==> config.mk <==
export PLATFORM = sky130hd
export DESIGN_NAME = regfile_writeback
export DESIGN_NICKNAME = d
export VERILOG_FILES = /design/src/rtl/regfile_wb_pkg.sv /design/src/rtl/wb_rd_fifo.sv /design/src/rtl/regfile_writeback.sv
export SDC_FILE = /design/constraint.sdc
export NUM_CORES = 1
export LEC_CHECK = 0
export CORE_ASPECT_RATIO = 1.25
export CORE_UTILIZATION = 50
export CTS_CLUSTER_DIAMETER = 100
export CTS_CLUSTER_SIZE = 30
export DETAILED_ROUTE_END_ITERATION = 6
export PLACE_DENSITY = 0.75
export SYNTH_ARGS = -nofsm -noshare
export SYNTH_HDL_FRONTEND = slang
export SYNTH_SLANG_ARGS = --single-unit
==> constraint.sdc <==
create_clock -name clk -period 4.8 [get_ports clk]
set_input_delay 0.72 -clock clk [delete_from_list [all_inputs] [get_ports clk]]
set_output_delay 0.72 -clock clk [all_outputs]
set_load 0.01 [all_outputs]
==> src/rtl/regfile_wb_pkg.sv <==
// Shared register-file addressing types for the write-back sequencer.
package regfile_wb_pkg;
    localparam int REG_AW   = 5;
    localparam int NUM_REGS = 32;

    typedef logic [REG_AW-1:0]   reg_addr_t;
    typedef logic [NUM_REGS-1:0] busy_vec_t;
endpackage

==> src/rtl/wb_rd_fifo.sv <==
// In-order FIFO of outstanding load destination registers.
module wb_rd_fifo
    import regfile_wb_pkg::*;
#(
    parameter int DEPTH = 4
) (
    input  logic                       clk,
    input  logic                       rst,
    input  logic                       push,
    input  reg_addr_t                  push_rd,
    input  logic                       pop,
    output reg_addr_t                  head,
    output logic                       full,
    output logic                       empty,
    output logic [$clog2(DEPTH+1)-1:0] count
);
    localparam int PW = $clog2(DEPTH);
    localparam int CW = $clog2(DEPTH+1);

    reg_addr_t     mem [DEPTH];
    logic [PW-1:0] wptr, rptr;
    logic          do_push, do_pop;

    // A pop in the same cycle frees the slot a push into a full FIFO needs.
    assign do_pop  = pop && !empty;
    assign do_push = push && (!full || do_pop);
    assign full    = (count == CW'(DEPTH));
    assign empty   = (count == '0);
    assign head    = mem[rptr];

    always_ff @(posedge clk) begin
        if (rst) begin
            wptr  <= '0;
            rptr  <= '0;
            count <= '0;
        end else begin
            if (do_push) begin
                mem[wptr] <= push_rd;
                wptr      <= wptr + PW'(1);
            end
            if (do_pop)
                rptr <= rptr + PW'(1);
            if (do_push && !do_pop)
                count <= count + CW'(1);
            else if (!do_push && do_pop)
                count <= count - CW'(1);
        end
    end
endmodule

==> src/rtl/regfile_writeback.sv <==
// Write-back sequencer arbitrating the register-file write port between ALU and load returns.
// Optional performance counters are enabled with REGFILE_WB_PERF_EN.
module regfile_writeback
    import regfile_wb_pkg::*;
#(
    parameter int DWIDTH = 32,
    parameter int DEPTH  = 4
) (
    input  logic                       clk,
    input  logic                       rst,
    input  logic                       alu_valid,
    output logic                       alu_ready,
    input  logic [REG_AW-1:0]          alu_rd,
    input  logic [DWIDTH-1:0]          alu_data,
    input  logic                       ld_issue,
    output logic                       ld_issue_ready,
    input  logic [REG_AW-1:0]          ld_issue_rd,
    input  logic                       ld_valid,
    input  logic [DWIDTH-1:0]          ld_data,
    input  logic [REG_AW-1:0]          rs_a,
    input  logic [REG_AW-1:0]          rs_b,
    output logic                       hz_a,
    output logic                       hz_b,
    output logic                       wr,
    output logic [REG_AW-1:0]          Addr_D,
    output logic [DWIDTH-1:0]          Data_D,
    output logic [$clog2(DEPTH+1)-1:0] ld_pending,
    output logic                       err
`ifdef REGFILE_WB_PERF_EN
    ,
    output logic [31:0]                wb_count,
    output logic [31:0]                alu_stall_count
`endif
);
    localparam int CW = $clog2(DEPTH+1);

    reg_addr_t     head;
    logic          full, empty;
    logic          ld_win, alu_acc, issue_acc;
    busy_vec_t     busy;
    logic [CW-1:0] pend_cnt [NUM_REGS];

    assign ld_win         = !rst && ld_valid && !empty;
    assign alu_ready      = !rst && !ld_win && !(busy[alu_rd] && alu_rd != '0);
    assign alu_acc        = alu_valid && alu_ready;
    assign ld_issue_ready = !rst && (!full || ld_win);
    assign issue_acc      = ld_issue && ld_issue_ready;

    wb_rd_fifo #(.DEPTH(DEPTH)) u_fifo (
        .clk     (clk),
        .rst     (rst),
        .push    (issue_acc),
        .push_rd (ld_issue_rd),
        .pop     (ld_win),
        .head    (head),
        .full    (full),
        .empty   (empty),
        .count   (ld_pending)
    );

    always_comb begin
        wr     = 1'b0;
        Addr_D = '0;
        Data_D = '0;
        if (ld_win) begin
            wr     = (head != '0);
            Addr_D = head;
            Data_D = ld_data;
        end else if (alu_acc) begin
            wr     = (alu_rd != '0);
            Addr_D = alu_rd;
            Data_D = alu_data;
        end
    end

    // Per-register outstanding-load count; same-cycle issue and retire cancel out.
    always_ff @(posedge clk) begin
        if (rst) begin
            for (int r = 0; r < NUM_REGS; r++)
                pend_cnt[r] <= '0;
        end else begin
            for (int r = 1; r < NUM_REGS; r++) begin
                if ((issue_acc && ld_issue_rd == REG_AW'(r)) && !(ld_win && head == REG_AW'(r)))
                    pend_cnt[r] <= pend_cnt[r] + CW'(1);
                else if (!(issue_acc && ld_issue_rd == REG_AW'(r)) && (ld_win && head == REG_AW'(r)))
                    pend_cnt[r] <= pend_cnt[r] - CW'(1);
            end
        end
    end

    always_comb begin
        busy = '0;
        for (int r = 1; r < NUM_REGS; r++)
            busy[r] = (pend_cnt[r] != '0);
    end

    assign hz_a = busy[rs_a];
    assign hz_b = busy[rs_b];

    always_ff @(posedge clk) begin
        if (rst)
            err <= 1'b0;
        else if (ld_valid && empty)
            err <= 1'b1;
    end

`ifdef REGFILE_WB_PERF_EN
    always_ff @(posedge clk) begin
        if (rst) begin
            wb_count        <= '0;
            alu_stall_count <= '0;
        end else begin
            if (wr)
                wb_count <= wb_count + 32'd1;
            if (alu_valid && !alu_ready)
                alu_stall_count <= alu_stall_count + 32'd1;
        end
    end
`endif
endmodule

# Yosys cells after proc, flatten, opt, wreduce, memory -nomap -nowiden
# Memories as Yosys holds them, arrays and structs flattened. A register that Yosys moved wholly into a read port is not among the register bits.
# Index checks and enable logic that the tools add are counted.
[classes]
addsub = 66
order_cmp = 3
eq_ne = 63
muxes = 300
bitwise_logic = 62
n_reduce_logical = 243
[ops]
columns = ["cell", "count"]
rows = [
  ["$mux W1", 227],
  ["$mux W3", 64],
  ["$eq A5 B5 Y1 const B", 32],
  ["$logic_and A1 B1 Y1", 137],
  ["$add A3 B1 Y3 const B", 32],
  ["$sub A3 B1 Y3 const B", 32],
  ["$reduce_bool A3 Y1", 31],
  ["$eq A5 B4 Y1 const B", 16],
  ["$logic_not A1 Y1", 69],
  ["$mux W32", 2],
  ["$or A1 B1 Y1", 62],
  ["$eq A5 B3 Y1 const B", 8],
  ["$eq A5 B2 Y1 const B", 4],
  ["$lt A5 B6 Y1 const B", 3],
  ["$bmux W1 S5", 3],
  ["$eq A5 B1 Y1 const B", 2],
  ["$mux W5", 2],
  ["$reduce_bool A5 Y1", 2],
  ["$add A2 B1 Y2 const B", 2],
  ["$mux W2", 2],
  ["$eq A3 B3 Y1 const B", 1],
  ["$logic_not A3 Y1", 1],
  ["$logic_or A1 B1 Y1", 2],
  ["$reduce_bool A2 Y1", 1],
]
[totals]
reg_bits = 8
ramBits = 116
input_bits = 89
output_inout_bits = 46
word_cells = 743
memories = 2
[mem_list]
columns = ["memory", "words", "width", "rd", "rd_ports_with_merged_regs", "write_ports", "line", "source"]
rows = [
  ["pend_cnt", 32, 3, 31, 0, 32, "regfile_writeback.sv:41", "logic [CW-1:0] pend_cnt [NUM_REGS];"],
  ["u_fifo.mem", 4, 5, 1, 1, 1, "wb_rd_fifo.sv:20", "reg_addr_t mem [DEPTH];"],
]

# Longest topological paths before layout
# Gate-level depths: netlist of run 1.
[depth]
ltp_word = 14
ltp_mapped = 12
ltp_nobuf = 9

# Hierarchy
# From an unflattened synthesis of run 1, not the netlist that was laid out.
[hier_totals]
hier_cells = 805
area_unflattened_um2 = 8431.8
[by_module_without_submodules]
columns = ["module", "n_inst", "cells_per_inst", "area_per_inst_um2"]
rows = [
  ["regfile_writeback", 1, 730, 7224.4],
  ["wb_rd_fifo", 1, 75, 1207.4],
]

# Worst setup path before layout of run 1
# Ideal clock, no wire load.
[synth_path]
path_type = "input -> output"
start = "in alu_rd[2]"
end = "out Addr_D[0]"
t_arrival_ns = 2.401
required_ns = 4.080
slack_ns = 1.679
path_stages = 9
n_path_buf = 3
path_cell_list = "buf_2 or3b_2 a211o_1 o2111ai_1 a31oi_1 a21o_1 buf_6 buf_6 a32o_1"
[synth_via]
elab_chain_len = 8
word_cells_on_any_way = 9
cone_classes = "mux: 4; reduce/logical: 5"
[synth_rtl]
columns = ["item", "line", "source"]
rows = [
  ["start: declaration", "regfile_writeback.sv:13", "input logic [REG_AW-1:0] alu_rd,"],
  ["$bmux W1 S5", "regfile_writeback.sv:44", "assign alu_ready = !rst && !ld_win && !(busy[alu_rd] && alu_rd != '0);"],
  ["$mux W1 (not written as such)", "regfile_writeback.sv:44", ""],
  ["$logic_and A1 B1 Y1 *", "regfile_writeback.sv:44", ""],
  ["$logic_not A1 Y1 *", "regfile_writeback.sv:44", ""],
  ["$logic_and A1 B1 Y1 *", "regfile_writeback.sv:44", ""],
  ["$logic_and A1 B1 Y1 *", "regfile_writeback.sv:45", "assign alu_acc = alu_valid && alu_ready;"],
  ["$mux W5 *", "regfile_writeback.sv:69", "end else if (alu_acc) begin"],
  ["$mux W5 *", "regfile_writeback.sv:65", "if (ld_win) begin"],
  ["end: declaration", "regfile_writeback.sv:25", "output logic [REG_AW-1:0] Addr_D,"],
]
# Every way passes the cells marked *; elsewhere a longest branch is shown, timed or not. The select of a mux whose other input is x is not followed.

# Final worst setup path of run 1
[layout_path]
start = "in alu_rd[1]"
end = "out wr"
[layout_via]
elab_chain_len = 8
word_cells_on_any_way = 9
cone_classes = "mux: 4; reduce/logical: 5"
[layout_rtl]
columns = ["item", "line", "source"]
rows = [
  ["$bmux W1 S5", "regfile_writeback.sv:44", ""],
  ["$mux W1 (not written as such)", "regfile_writeback.sv:44", ""],
  ["$logic_and A1 B1 Y1", "regfile_writeback.sv:44", ""],
  ["$logic_not A1 Y1", "regfile_writeback.sv:44", ""],
  ["$logic_and A1 B1 Y1", "regfile_writeback.sv:44", ""],
  ["$logic_and A1 B1 Y1", "regfile_writeback.sv:45", ""],
  ["$mux W1 *", "regfile_writeback.sv:69", ""],
  ["$mux W1 *", "regfile_writeback.sv:65", ""],
  ["end: declaration", "regfile_writeback.sv:24", "output logic wr,"],
]
# Marked as above.

==> results of run 1 <==
## synthesized netlist by cell type, types with 9 or more instances
cell,n
buf_2,9
mux4_2,25
nand3_1,25
a211o_1,28
clkbuf_1,23
and2_1,14
xor2_1,18
a32o_1,36
nand2_1,34
a21oi_1,9
mux2i_1,21
o211ai_1,17
dfxtp_1,10
edfxtp_1,113
fa_1,31
nor3_1,32
or3_1,11
nor2_1,87
nand2b_1,9
xnor2_1,32
inv_1,69
## sequential cells by signal (all words and copies together) (netlist names), named ones only
signal        flops
u_fifo.mem       20
u_fifo.rptr       2
u_fifo.wptr       2
err               1
pend_cnt         93
u_fifo.count      3
## worst max-delay path: stages
cell and delay [ns]:
clkdlybuf4s50_1 0.75, nor4_1 0.39, a211oi_1 0.09, a311oi_1 0.29
a211o_1 0.14, a21o_1 0.15, buf_12 0.20, a32o_1 0.30
clkdlybuf4s50_1 0.57
## path summary, 6_finish.rpt
| check | start | slack, ns | to | cells past startpoint |
|---|---|---|---|---|
| worst max-delay path | alu_rd[1] | 0.45 | wr | 9 |
| worst min-delay path | err | 0.49 | err | 2 |
| worst max register to register | flop | 1.37 | pend_cnt[1][17] | 7 |
| worst min register to register | err | 0.49 | err | 2 |
## per-layer routing
layer  GRT usage, %  vias up
li1               -     2999
met1           31.1     3265
met3           7.07       43
met4           10.1        2
met2           46.3      372
met5              0        -
## cells by family after synthesis
family,after synthesis
AND/OR/NAND/NOR,256
adder cells (fa/ha/maj),39
flip-flops,123
AO/OA/AOI/OAI,122
buffers and inverters,115
multiplexers,48
XOR/XNOR,50
## cells in the final DEF, fill, tap and decap left out, types with 4 or more instances in the layout
cell type        Yosys  routed
a211o_1             28      28
a21oi_1              9       9
a32o_1              36      36
and2_1              14      14
and2_4               7       7
and3_1               6       6
buf_4                1       8
clkbuf_16            0      17
clkdlybuf4s50_1      0     133
dfxtp_1             10      10
edfxtp_1           113     113
fa_1                31      31
ha_1                 8       8
inv_1               69      69
inv_6                0       6
mux2i_1             21      21
mux4_2              25      25
nand2_1             34      34
nand2b_1             9       9
nand3_1             25      25
nor2_1              87      86
nor3_1              32      32
nor4_1               4       4
o211ai_1            17      17
o211ai_2             8       8
o21ai_0              5       5
or2_2                4       4
or3_1               11      11
xnor2_1             32      32
xor2_1              18      18
## per-stage QoR
step | instances | instance area (um^2) | worst slack, ns
final | 1100 | 10500 | 0.451
after global routing | 1100 | 10500 | 0.349
after CTS | 1100 | 10500 | 0.494
after detailed placement | 1068 | 9880 | 0.513
after global placement | 1068 | 9880 | 0.545
after floorplan | 753 | 8400 | 1.68
## final cells by class
class	instances	area [um^2]	area share, %
inverter	71	267	2.54
sequential	123	3590	34.3
clock inverter	15	188	1.79
clock buffer	17	425	4.06
timing repair buffer	143	1420	13.5
tap	216	270	2.58
multi-input combinational	515	4330	41.3
## power by group
| part | internal [uW] | switching (uW) | total, uW | leakage (uW) |
|---|---|---|---|---|
| Combinational | 390 | 469 | 860 | 0.00232 |
| Sequential | 1260 | 66.9 | 1320 | 0.00122 |
| Clock | 826 | 495 | 1320 | 0.000292 |
==> impl_metrics.json, run 1 <==
{
  "h-tree-depth": 4,
  "routed-wl-met2_um": 11000,
  "grt_overflow": 0,
  "min_period_ns": 4.35,
  "synth-seq-cells": 123,
  "numCtsBuffers": 17,
  "drive_gt1_share_pct": 11.4,
  "clock_skew_ns": 0.00722,
  "routabilityCongestion": 0.914,
  "first_pass_iters": 5,
  "finalSetupViolations": 0,
  "synth_mux_area_share_pct": 9.47,
  "p_total_uw": 3500,
  "synth_top_area_share_pct": 40.4,
  "drv_slew": 0,
  "p_per_area_nw_per_um2": 334,
  "clockBufferDepth": 2,
  "hold_viol_final": 0,
  "groute.usage.overall_pct": 26.5,
  "start_kind": "input port",
  "synth_adder_area_share_pct": 8.58,
  "dp_hpwl_um": 16500,
  "wl_met3_um": 2220,
  "cts_tree": "yes",
  "ys_seq_area_share_pct": 42.8,
  "yosys-top-cells-area": "edfxtp_1 40%, fa_1 7.4%, mux4_2 6.7%",
  "clock_latency_ns": 0.41,
  "core-area_um2": 16300,
  "synthFlopType": "edfxtp_1",
  "grt_pass1_wl_um": 35300,
  "cts_setup_buffers": 0,
  "worstPathMaxFanout": 37,
  "synth_top_family_by_area": "simple AND/OR/NAND/NOR gates",
  "synth_compound_area_share_pct": 12.4,
  "synth_top_cell_by_area": "edfxtp_1",
  "top_layer_used": "met5",
  "cp.required_ns": 4.08,
  "path_class": "input port to output pin",
  "ant_nets": 0,
  "hold_slack_ns": 0.490,
  "crit_arrival_ns": 3.63,
  "ys_warn_count": 0,
  "portBuffers": 134,
  "synth_xor_area_share_pct": 5.21,
  "final_net_count": 999,
  "cts-root-buf": "clkbuf_16",
  "drtIter0Drc": 469,
  "max_slew_margin_pct": 38.4,
  "m1WireLength_um": 8230,
  "vias": 6681,
  "final_core_util_pct": 64.2,
  "cts_resized": 0,
  "ios": 135,
  "leakagePower_uw": 0.00383,
  "status": "completed",
  "die-height_um": 147,
  "ys_async_sr_fraction_pct": 0,
  "grt_max_degree": 39,
  "synth_area_um2": 8400,
  "hp-class": "flop to flop",
  "viasPerCell": 6.07,
  "chipWidth_um": 118,
  "end_kind": "output pin",
  "tightestPinTransition_ns": 0.921,
  "syn_to_final_growth_pct": 24.9,
  "start_util_pct": 51.4,
  "drv_cap": 0,
  "cts_sinks": 123,
  "synthSimpleGateAreaFrac_pct": 15.8,
  "fmax_mhz": 230,
  "drc_errors": 0,
  "vdd_ir_drop_max_mv": 0.326,
  "synth_cell_types": 58,
  "finalSetupTns_ns": 0,
  "antenna_found_initial": 1,
  "wl_per_cell_um": 20.1,
  "grt_pass1_vias": 6898,
  "die_area_um2": 17300,
  "syn_area_per_cell_um2": 11.2,
  "diodes": 0,
  "synth_nets": 881,
  "netlist_instances": 753,
  "hold_buffers": 0,
  "synth_edf_count": 113,
  "fillCellCount": 1236,
  "placementRows": 52,
  "routed_wl_um": 22100,
  "rsz0062_at_grt": "false",
  "clk_pin_slew_ns": 0.06,
  "period_share_pct": 90.6
}
Power figures use the tool's default switching activity.
==> inputs of run 2 (changes only) <==
==> constraint.sdc (replaced) <==
create_clock -name clk -period 4.8 [get_ports clk]
set_input_delay 0.72 -clock clk [delete_from_list [all_inputs] [get_ports clk]]
set_output_delay 0.72 -clock clk [all_outputs]
set_load 0.005 [all_outputs]
==> run 2 against run 1 <==
Compared with the run above: register-to-register slack gained 0.05 ns; critical path depth is the same; routed wire length grew 0.44%; combinational power shrank 2.4%; non-clock buffer count is the same; power shrank 1.3%; die area is the same; clock-buffer cell count grew 2; sequential cell count is the same.
==> impl_metrics.json, run 2 (synthesis results as in run 1) <==
{
  "grt_max_degree": 54,
  "groute.usage.overall_pct": 26.7,
  "hold_viol_final": 0,
  "first_pass_iters": 5,
  "ant_nets": 0,
  "drv_slew": 0,
  "die-height_um": 147,
  "cp.required_ns": 4.08,
  "grt_overflow": 0,
  "hp-start": "err",
  "status": "completed",
  "cts_tree": "yes",
  "finalSetupTns_ns": 0,
  "viasPerCell": 6.04,
  "path_class": "input port to output pin",
  "min_period_ns": 4.41,
  "hp-class": "flop to flop",
  "end_kind": "output pin",
  "period_share_pct": 91.9,
  "hold_buffers": 0,
  "rsz0062_at_grt": "false",
  "diodes": 0,
  "place_ws_ns": 0.495,
  "routabilityCongestion": 0.918,
  "placed_area_um2": 9880,
  "layout_common_cells": "133 x clkdlybuf4s50_1, 113 x edfxtp_1, 86 x nor2_1",
  "p_total_uw": 3460,
  "tightestPinTransition_ns": 0.888,
  "syn_to_final_growth_pct": 24.7,
  "largest_register_ffs": 93,
  "final_area_um2": 10500,
  "fillCellCount": 1208,
  "drc_errors": 0,
  "drive_gt1_share_pct": 11.4,
  "mostFrequentLayoutCell": "clkdlybuf4s50_1",
  "routed_wl_um": 22200,
  "fmax_mhz": 227,
  "h-tree-depth": 4,
  "cts_sinks": 123,
  "clockBufferDepth": 2,
  "vias": 6639,
  "drtIter0Drc": 538,
  "dp_hpwl_um": 16800,
  "seq_area_um2": 3590,
  "largest_register": "pend_cnt",
  "ios": 135,
  "final_net_count": 999,
  "grt_pass1_wl_um": 35200,
  "die_area_um2": 17300,
  "core-area_um2": 16300,
  "crit_start": "alu_rd[1]",
  "cts-root-buf": "clkbuf_16",
  "cts_resized": 0,
  "crit_arrival_ns": 3.69,
  "placementRows": 52,
  "clock_latency_ns": 0.42,
  "worstPathMaxFanout": 37,
  "grt_pass1_vias": 6819,
  "clk_pin_slew_ns": 0.06,
  "portBuffers": 134,
  "vdd_ir_drop_max_mv": 0.268,
  "start_util_pct": 51.4,
  "clock_skew_ns": 0.00810,
  "max_slew_margin_pct": 40.7,
  "drv_cap": 0,
  "cts_setup_buffers": 0,
  "antenna_found_initial": 1,
  "wl_per_cell_um": 20.2,
  "start_kind": "input port",
  "chipWidth_um": 118,
  "multi_input_area_um2": 4330,
  "setup_slack_ns": 0.390,
  "numCtsBuffers": 17,
  "p_per_area_nw_per_um2": 330,
  "reg_top3": "pend_cnt: 93 flops, u_fifo.mem: 20 flops, u_fifo.count: 3 flops",
  "finalSetupViolations": 0,
  "leakagePower_uw": 0.00384
}
run 2: cell count changes in the layout (fill, tap and decap cells not counted), sizes merged:
| cell | change |
|---|---|
| clkinvlp | -3 |
| bufinv | -2 |
| clkbuf | +2 |
| clkinv | +2 |
| inv | +1 |
run 2: final cells by class:
type                            instances  share of cell area [%]
Sequential cell                       123                    34.3
Multi-Input combinational cell        515                    41.3
Clock inverter                         13                    1.19
Timing Repair Buffer                  143                    13.5
Tap cell                              216                    2.58
Inverter                               71                    2.54
Clock buffer                           19                    4.54
run 2: worst paths after layout:
kind                     end  slack, ns  cells after the start
max                       wr       0.39                      9
min                      err       0.49                      2
max reg2reg  pend_cnt[1][17]       1.42                      7
min reg2reg              err       0.49                      2
run 2: layer usage:
layer / global-route usage (%) / vias up / wire length [um]
li1: - / 2986 / -
met1: 30.1 / 3238 / 8280
met2: 45.1 / 350 / 10800
met3: 8.89 / 63 / 2310
met4: 13.4 / 2 / 819
met5: 0 / - / 14
run 2: critical path: stages:
cell and delay, ns:
clkdlybuf4s50_1 0.75, nor4_1 0.41, a211oi_1 0.11, a311oi_1 0.32, a211o_1 0.15, a21o_1 0.17
buf_12 0.21, a32o_1 0.31, clkdlybuf4s50_1 0.54
run 2: report_power, final:
part           total [uW]  switching (uW)  internal, uW
logic                 839             450           388
registers            1320            65.7          1260
clock network        1300             513           784
run 2: per-stage QoR:
stage / std cells / utilization (%) / hold WS, ns
5_1_grt: 1100 / 64.2 / 0.517
6_report: 1100 / 64.2 / 0.488
4_1_cts: 1100 / 64.2 / 0.494
2_1_floorplan: 753 / - / 0.460
3_3_place_gp: 1068 / 60.5 / 0.458
3_5_place_dp: 1068 / 60.5 / 0.476
==> inputs of run 3 (changes only) <==
--- a/config.mk
+++ b/config.mk
@@ -14,3 +14,4 @@
 export SYNTH_ARGS = -nofsm -noshare
 export SYNTH_HDL_FRONTEND = slang
 export SYNTH_SLANG_ARGS = --single-unit
+export TNS_END_PERCENT = 20
==> results of run 3 <==
The final DEF is identical to that of run 2; final timing and power are the same.
